$ cat src/rtl/dac_spi_channel.sv
// Single-channel SPI master (mode 1) for one DAC port group.
// Shifts a latched frame out MSB-first, captures Miso and pulses Done at the end.
module dac_spi_channel #(
    parameter int CLK_DIV   = 4,
    parameter int WORD_BITS = 24,
    parameter int CS_SETUP  = 2,
    parameter int CS_HOLD   = 2,
    parameter int CS_IDLE   = 2
) (
    input  logic                 clk,
    input  logic                 nRst,
    input  logic                 Start,
    input  logic [1:0]           CsSel,
    input  logic [WORD_BITS-1:0] TxData,
    output logic                 Ready,
    output logic                 Busy,
    output logic                 Done,
    output logic [WORD_BITS-1:0] RxData,
    output logic                 Mosi,
    output logic                 Sck,
    output logic [3:0]           nCs,
    input  logic                 Miso
);

    localparam int DIV_W  = (CLK_DIV > 1) ? $clog2(CLK_DIV) : 1;
    localparam int BIT_W  = $clog2(WORD_BITS + 1);
    localparam int PH_MAX = (CS_SETUP > CS_HOLD)
                          ? ((CS_SETUP > CS_IDLE) ? CS_SETUP : CS_IDLE)
                          : ((CS_HOLD > CS_IDLE) ? CS_HOLD : CS_IDLE);
    localparam int PH_W   = (PH_MAX > 0) ? $clog2(PH_MAX + 1) : 1;

    localparam logic [DIV_W-1:0] DIV_LAST   = DIV_W'(CLK_DIV - 1);
    localparam logic [BIT_W-1:0] BITS_ALL   = BIT_W'(WORD_BITS);
    localparam logic [PH_W-1:0]  SETUP_LAST = PH_W'(CS_SETUP - 1);
    localparam logic [PH_W-1:0]  HOLD_LAST  = PH_W'(CS_HOLD - 1);
    localparam logic [PH_W-1:0]  GAP_LAST   = PH_W'(CS_IDLE);

    typedef enum logic [2:0] {
        IDLE,
        SETUP,
        SHIFT,
        HOLD,
        GAP
    } stateT;

    stateT                state, stateNext;
    logic [DIV_W-1:0]     divCnt, divCntNext;
    logic [BIT_W-1:0]     bitCnt, bitCntNext;
    logic [PH_W-1:0]      phaseCnt, phaseCntNext;
    logic [WORD_BITS-1:0] txShift, txShiftNext;
    logic [WORD_BITS-1:0] rxShift, rxShiftNext;
    logic [WORD_BITS-1:0] rxDataNext;
    logic                 mosiNext, sckNext, doneNext;
    logic [3:0]           nCsNext;

    assign Ready = (state == IDLE);
    assign Busy  = ~Ready;

    always_ff @(posedge clk) begin
        if (!nRst) begin
            state    <= IDLE;
            divCnt   <= '0;
            bitCnt   <= '0;
            phaseCnt <= '0;
            txShift  <= '0;
            rxShift  <= '0;
            RxData   <= '0;
            Mosi     <= 1'b0;
            Sck      <= 1'b0;
            nCs      <= 4'hF;
            Done     <= 1'b0;
        end else begin
            state    <= stateNext;
            divCnt   <= divCntNext;
            bitCnt   <= bitCntNext;
            phaseCnt <= phaseCntNext;
            txShift  <= txShiftNext;
            rxShift  <= rxShiftNext;
            RxData   <= rxDataNext;
            Mosi     <= mosiNext;
            Sck      <= sckNext;
            nCs      <= nCsNext;
            Done     <= doneNext;
        end
    end

    // GAP runs one cycle past CS_IDLE so Done lands on the documented latency
    // and a Start taken in the Done cycle still sees the full idle gap.
    always_comb begin
        stateNext    = state;
        divCntNext   = divCnt;
        bitCntNext   = bitCnt;
        phaseCntNext = phaseCnt;
        txShiftNext  = txShift;
        rxShiftNext  = rxShift;
        rxDataNext   = RxData;
        mosiNext     = Mosi;
        sckNext      = Sck;
        nCsNext      = nCs;
        doneNext     = 1'b0;

        unique case (state)
            IDLE: begin
                mosiNext = 1'b0;
                sckNext  = 1'b0;
                if (Start) begin
                    txShiftNext  = TxData;
                    rxShiftNext  = '0;
                    nCsNext      = ~(4'b0001 << CsSel);
                    phaseCntNext = '0;
                    stateNext    = SETUP;
                end
            end

            SETUP: begin
                if (phaseCnt == SETUP_LAST) begin
                    sckNext     = 1'b1;
                    mosiNext    = txShift[WORD_BITS-1];
                    txShiftNext = {txShift[WORD_BITS-2:0], 1'b0};
                    divCntNext  = '0;
                    bitCntNext  = '0;
                    stateNext   = SHIFT;
                end else begin
                    phaseCntNext = phaseCnt + 1'b1;
                end
            end

            SHIFT: begin
                if (divCnt == DIV_LAST) begin
                    divCntNext = '0;
                    if (Sck) begin
                        sckNext     = 1'b0;
                        rxShiftNext = {rxShift[WORD_BITS-2:0], Miso};
                        bitCntNext  = bitCnt + 1'b1;
                    end else if (bitCnt == BITS_ALL) begin
                        mosiNext     = 1'b0;
                        phaseCntNext = '0;
                        stateNext    = HOLD;
                    end else begin
                        sckNext     = 1'b1;
                        mosiNext    = txShift[WORD_BITS-1];
                        txShiftNext = {txShift[WORD_BITS-2:0], 1'b0};
                    end
                end else begin
                    divCntNext = divCnt + 1'b1;
                end
            end

            HOLD: begin
                if (phaseCnt == HOLD_LAST) begin
                    nCsNext      = 4'hF;
                    phaseCntNext = '0;
                    stateNext    = GAP;
                end else begin
                    phaseCntNext = phaseCnt + 1'b1;
                end
            end

            GAP: begin
                if (phaseCnt == GAP_LAST) begin
                    doneNext     = 1'b1;
                    rxDataNext   = rxShift;
                    phaseCntNext = '0;
                    stateNext    = IDLE;
                end else begin
                    phaseCntNext = phaseCnt + 1'b1;
                end
            end

            default: begin
                nCsNext   = 4'hF;
                stateNext = IDLE;
            end
        endcase
    end

endmodule

$ cat config.mk
export PLATFORM = sky130hd
export DESIGN_NAME = dac_spi_channel
export DESIGN_NICKNAME = d
export VERILOG_FILES = /design/src/rtl/dac_spi_channel.sv
export SDC_FILE = /design/constraint.sdc
export NUM_CORES = 1
export LEC_CHECK = 0
export CORE_MARGIN = 2
export CORE_UTILIZATION = 54
export DETAILED_ROUTE_END_ITERATION = 8
export GPL_ROUTABILITY_DRIVEN = 0
export PLACE_DENSITY = 0.9
export SYNTH_ARGS = -nofsm -noshare
export SYNTH_HDL_FRONTEND = slang
export SYNTH_SLANG_ARGS = --single-unit
$ cat constraint.sdc
create_clock -name clk -period 2.3 [get_ports clk]
set_input_delay 0.345 -clock clk [delete_from_list [all_inputs] [get_ports clk]]
set_output_delay 0.345 -clock clk [all_outputs]
set_load 0.1 [all_outputs]
==> out/qor.txt <==
Status -> completed
DR iter-0 viols -> 157
Max Fclk -> 494 MHz
Root buf cell -> clkbuf_8
CTS Buf Count -> 9
DP HPWL -> 5820 um
Worst min-delay path class -> flip-flop to flip-flop
Crit end category -> flip-flop
Net Sw Power -> 0.937 mW
Area contributors post-synth -> dfxtp_1 45%, a21oi_1 9.4%, nand2_1 7.5%
IO Count -> 63
RSZ-0062 raised after global routing -> false
Top post-synthesis cells by count -> 91 x dfxtp_1, 81 x nand2_1, 76 x a21oi_1
# DRC -> 0
Core Util, Final -> 0.669
CTS tree -> built
Mapped Cells -> 458
Die area -> 0.00821 mm^2
Pwr Total -> 3.21 mW
WP data required -> 2.52 ns
PortBufs -> 62
Yosys top cell area share -> 0.450
Placement Setup Slack -> 0.293 ns
Slew HR -> 0.600
Final setup viols -> 0
GRT Residual Overflow -> 0
Fill cells -> 593
Via density -> 5.57
GR peak layer -> met2
Setup_tns -> 0 ns
# diodes -> 0
Yosys warns -> 0
Worst IR Drop VDD -> 571 uV
Die Y -> 90.6 um
CTS H-Tree Depth -> 3
Synth Register Bits -> 91
Area leader, netlist -> dfxtp_1
Nets -> 546
Worst hold slack -> 0.460 ns
Final non-filler cell total -> 614
Slew Limit Fails -> 0
WL final -> 8650 um
Sequential area share after synthesis -> 0.450
Post-synth EDFFs -> 0
Hold buffers post-CTS -> 0
Setup ws final -> 0.274 ns
Dpl cells -> 598
Flop pwr share -> 0.526
Internal -> 2.27 mW
Initial antenna violation count -> 0
M3 GR Usage -> 0.0601
Final hold vios -> 0
Max Buffers Root-to-Sink -> 2
Die width -> 90.6 um
Share of cells above drive strength 1 -> 0.184
First-pass GRT wire length -> 14600 um
Crit start category -> flip-flop
Post-route cell area -> 0.00485 mm^2
Async SR Flop Fraction -> 0
Clk pwr share -> 0.293
Routed Antenna Nets -> 0
Final min period -> 2.03 ns
Tcrit/Tclk final -> 0.881
Post-DP Area -> 0.00469 mm^2
Most common cell in the netlist -> dfxtp_1
Rows -> 31
Main synth FF type -> dfxtp_1
Wire length per cell -> 14.1 um
Clk slew on worst S/H paths -> 0.09 ns
Synth Area per Inst -> 8.85 um^2
Synthesized Nets -> 494
Largest net degree at the start of global routing -> 74
Vias -> 3421
Synth unique cells -> 46
Drt pass-1 iters -> 4
Comb pwr share -> 0.181
Clk sinks -> 91
Worst slew pin tran -> 0.594 ns
CP max FO -> 23
Synthesized area -> 0.00405 mm^2
Worst-skew pair later-pin latency -> 0.36 ns
Placeable Area -> 0.00725 mm^2
Sequential cell area -> 0.00182 mm^2
Leak -> 1.72 nW
Area of the multi-input gates -> 0.00201 mm^2
GR Layer Usage met1 -> 0.260
Net Sw Frac -> 0.292
GR Util met2 -> 0.375
Max-cap violation count -> 0
Final Skew -> 0.00820 ns
Arrival time worst endpoint -> 2.25 ns
Pwr/cell area -> 661 mW/mm^2
Vias in the first global route -> 3201
Post-CTS Resized -> 0
Worst setup path class -> flip-flop to flip-flop
Tot GR Track Use -> 0.212
Syn-to-layout area delta -> 19.8%
Starting Density -> 0.559
Setup bufs post-CTS -> 0
## worst paths after layout
check,slack [ns],cells after the start,start,to
hold / removal,0.46,2,rxShift[23],rxShift[23]
setup / recovery,0.27,5,divCnt[0],txShift[1]
setup reg to reg,0.27,5,divCnt[0],txShift[1]
hold reg to reg,0.46,2,rxShift[23],rxShift[23]
## layout make-up
cell class                 count  share of cell area
multi-input combinational    321               0.414
sequential                    91               0.375
timing repair buffer          78               0.143
clock buffer                   9              0.0255
tap                           99              0.0255
clock inverter                 7             0.00902
inverter                       9             0.00696
## cells by family after synthesis
kind of cell    synth area share
mux                       0.0667
compound gates             0.223
fa+ha+maj                 0.0185
flops                      0.450
simple gates               0.179
buf+inv                   0.0543
xor+xnor                 0.00864
## routing by layer
| metal | vias to the layer above | wire (um) | part of all wire |
|---|---|---|---|
| li1 | 1710 | - | - |
| met1 | 1605 | 3820 | 0.44 |
| met2 | 102 | 4230 | 0.49 |
| met3 | 4 | 569 | 0.066 |
| met4 | 0 | 30 | 0.0035 |
| met5 | - | 0 | 0 |
## sequential cells by signal, indices dropped and copies added, names as in the netlist
signal and cells:
state 3, divCnt 2, txShift 24, bitCnt 5
phaseCnt 2, Mosi 1, RxData 24, nCs 4
Done 1, rxShift 24, Sck 1
## power by group through the flow
| stage | Clock [mW] | Combinational [mW] | Sequential [mW] |
|---|---|---|---|
| 6_report | 0.939 | 0.581 | 1.69 |
| 5_1_grt | 1.02 | 0.626 | 1.70 |
| 4_1_cts | 0.970 | 0.581 | 1.69 |
| 3_5_place_dp | 0 | 0.580 | 1.72 |
| 3_3_place_gp | 0 | 0.562 | 1.72 |
| 2_1_floorplan | 0 | 0.409 | 1.75 |
## critical path: stages, from the launching register on
cell and delay (ns):
dfxtp_1 0.36, ha_1 0.17, or3b_2 0.48, a31oi_4 0.31, and2_4 0.43, a211oi_1 0.14
## layout by cell type, fill, tap and decap left out, drive strengths merged, types with 3 or more instances in the layout
| master | instances |
|---|---|
| o21ai | 12 |
| nor2 | 13 |
| clkbuf | 9 |
| and2 | 4 |
| a211oi | 28 |
| ha | 6 |
| inv | 10 |
| nand2b | 6 |
| xnor2 | 4 |
| clkinv | 4 |
| dfxtp | 91 |
| clkdlybuf4s50 | 29 |
| nor3b | 3 |
| nand4b | 3 |
| mux2i | 27 |
| nand2 | 81 |
| a21oi | 77 |
| nand3 | 28 |
| buf | 49 |
No activity file was read; power rests on OpenSTA's default activity.
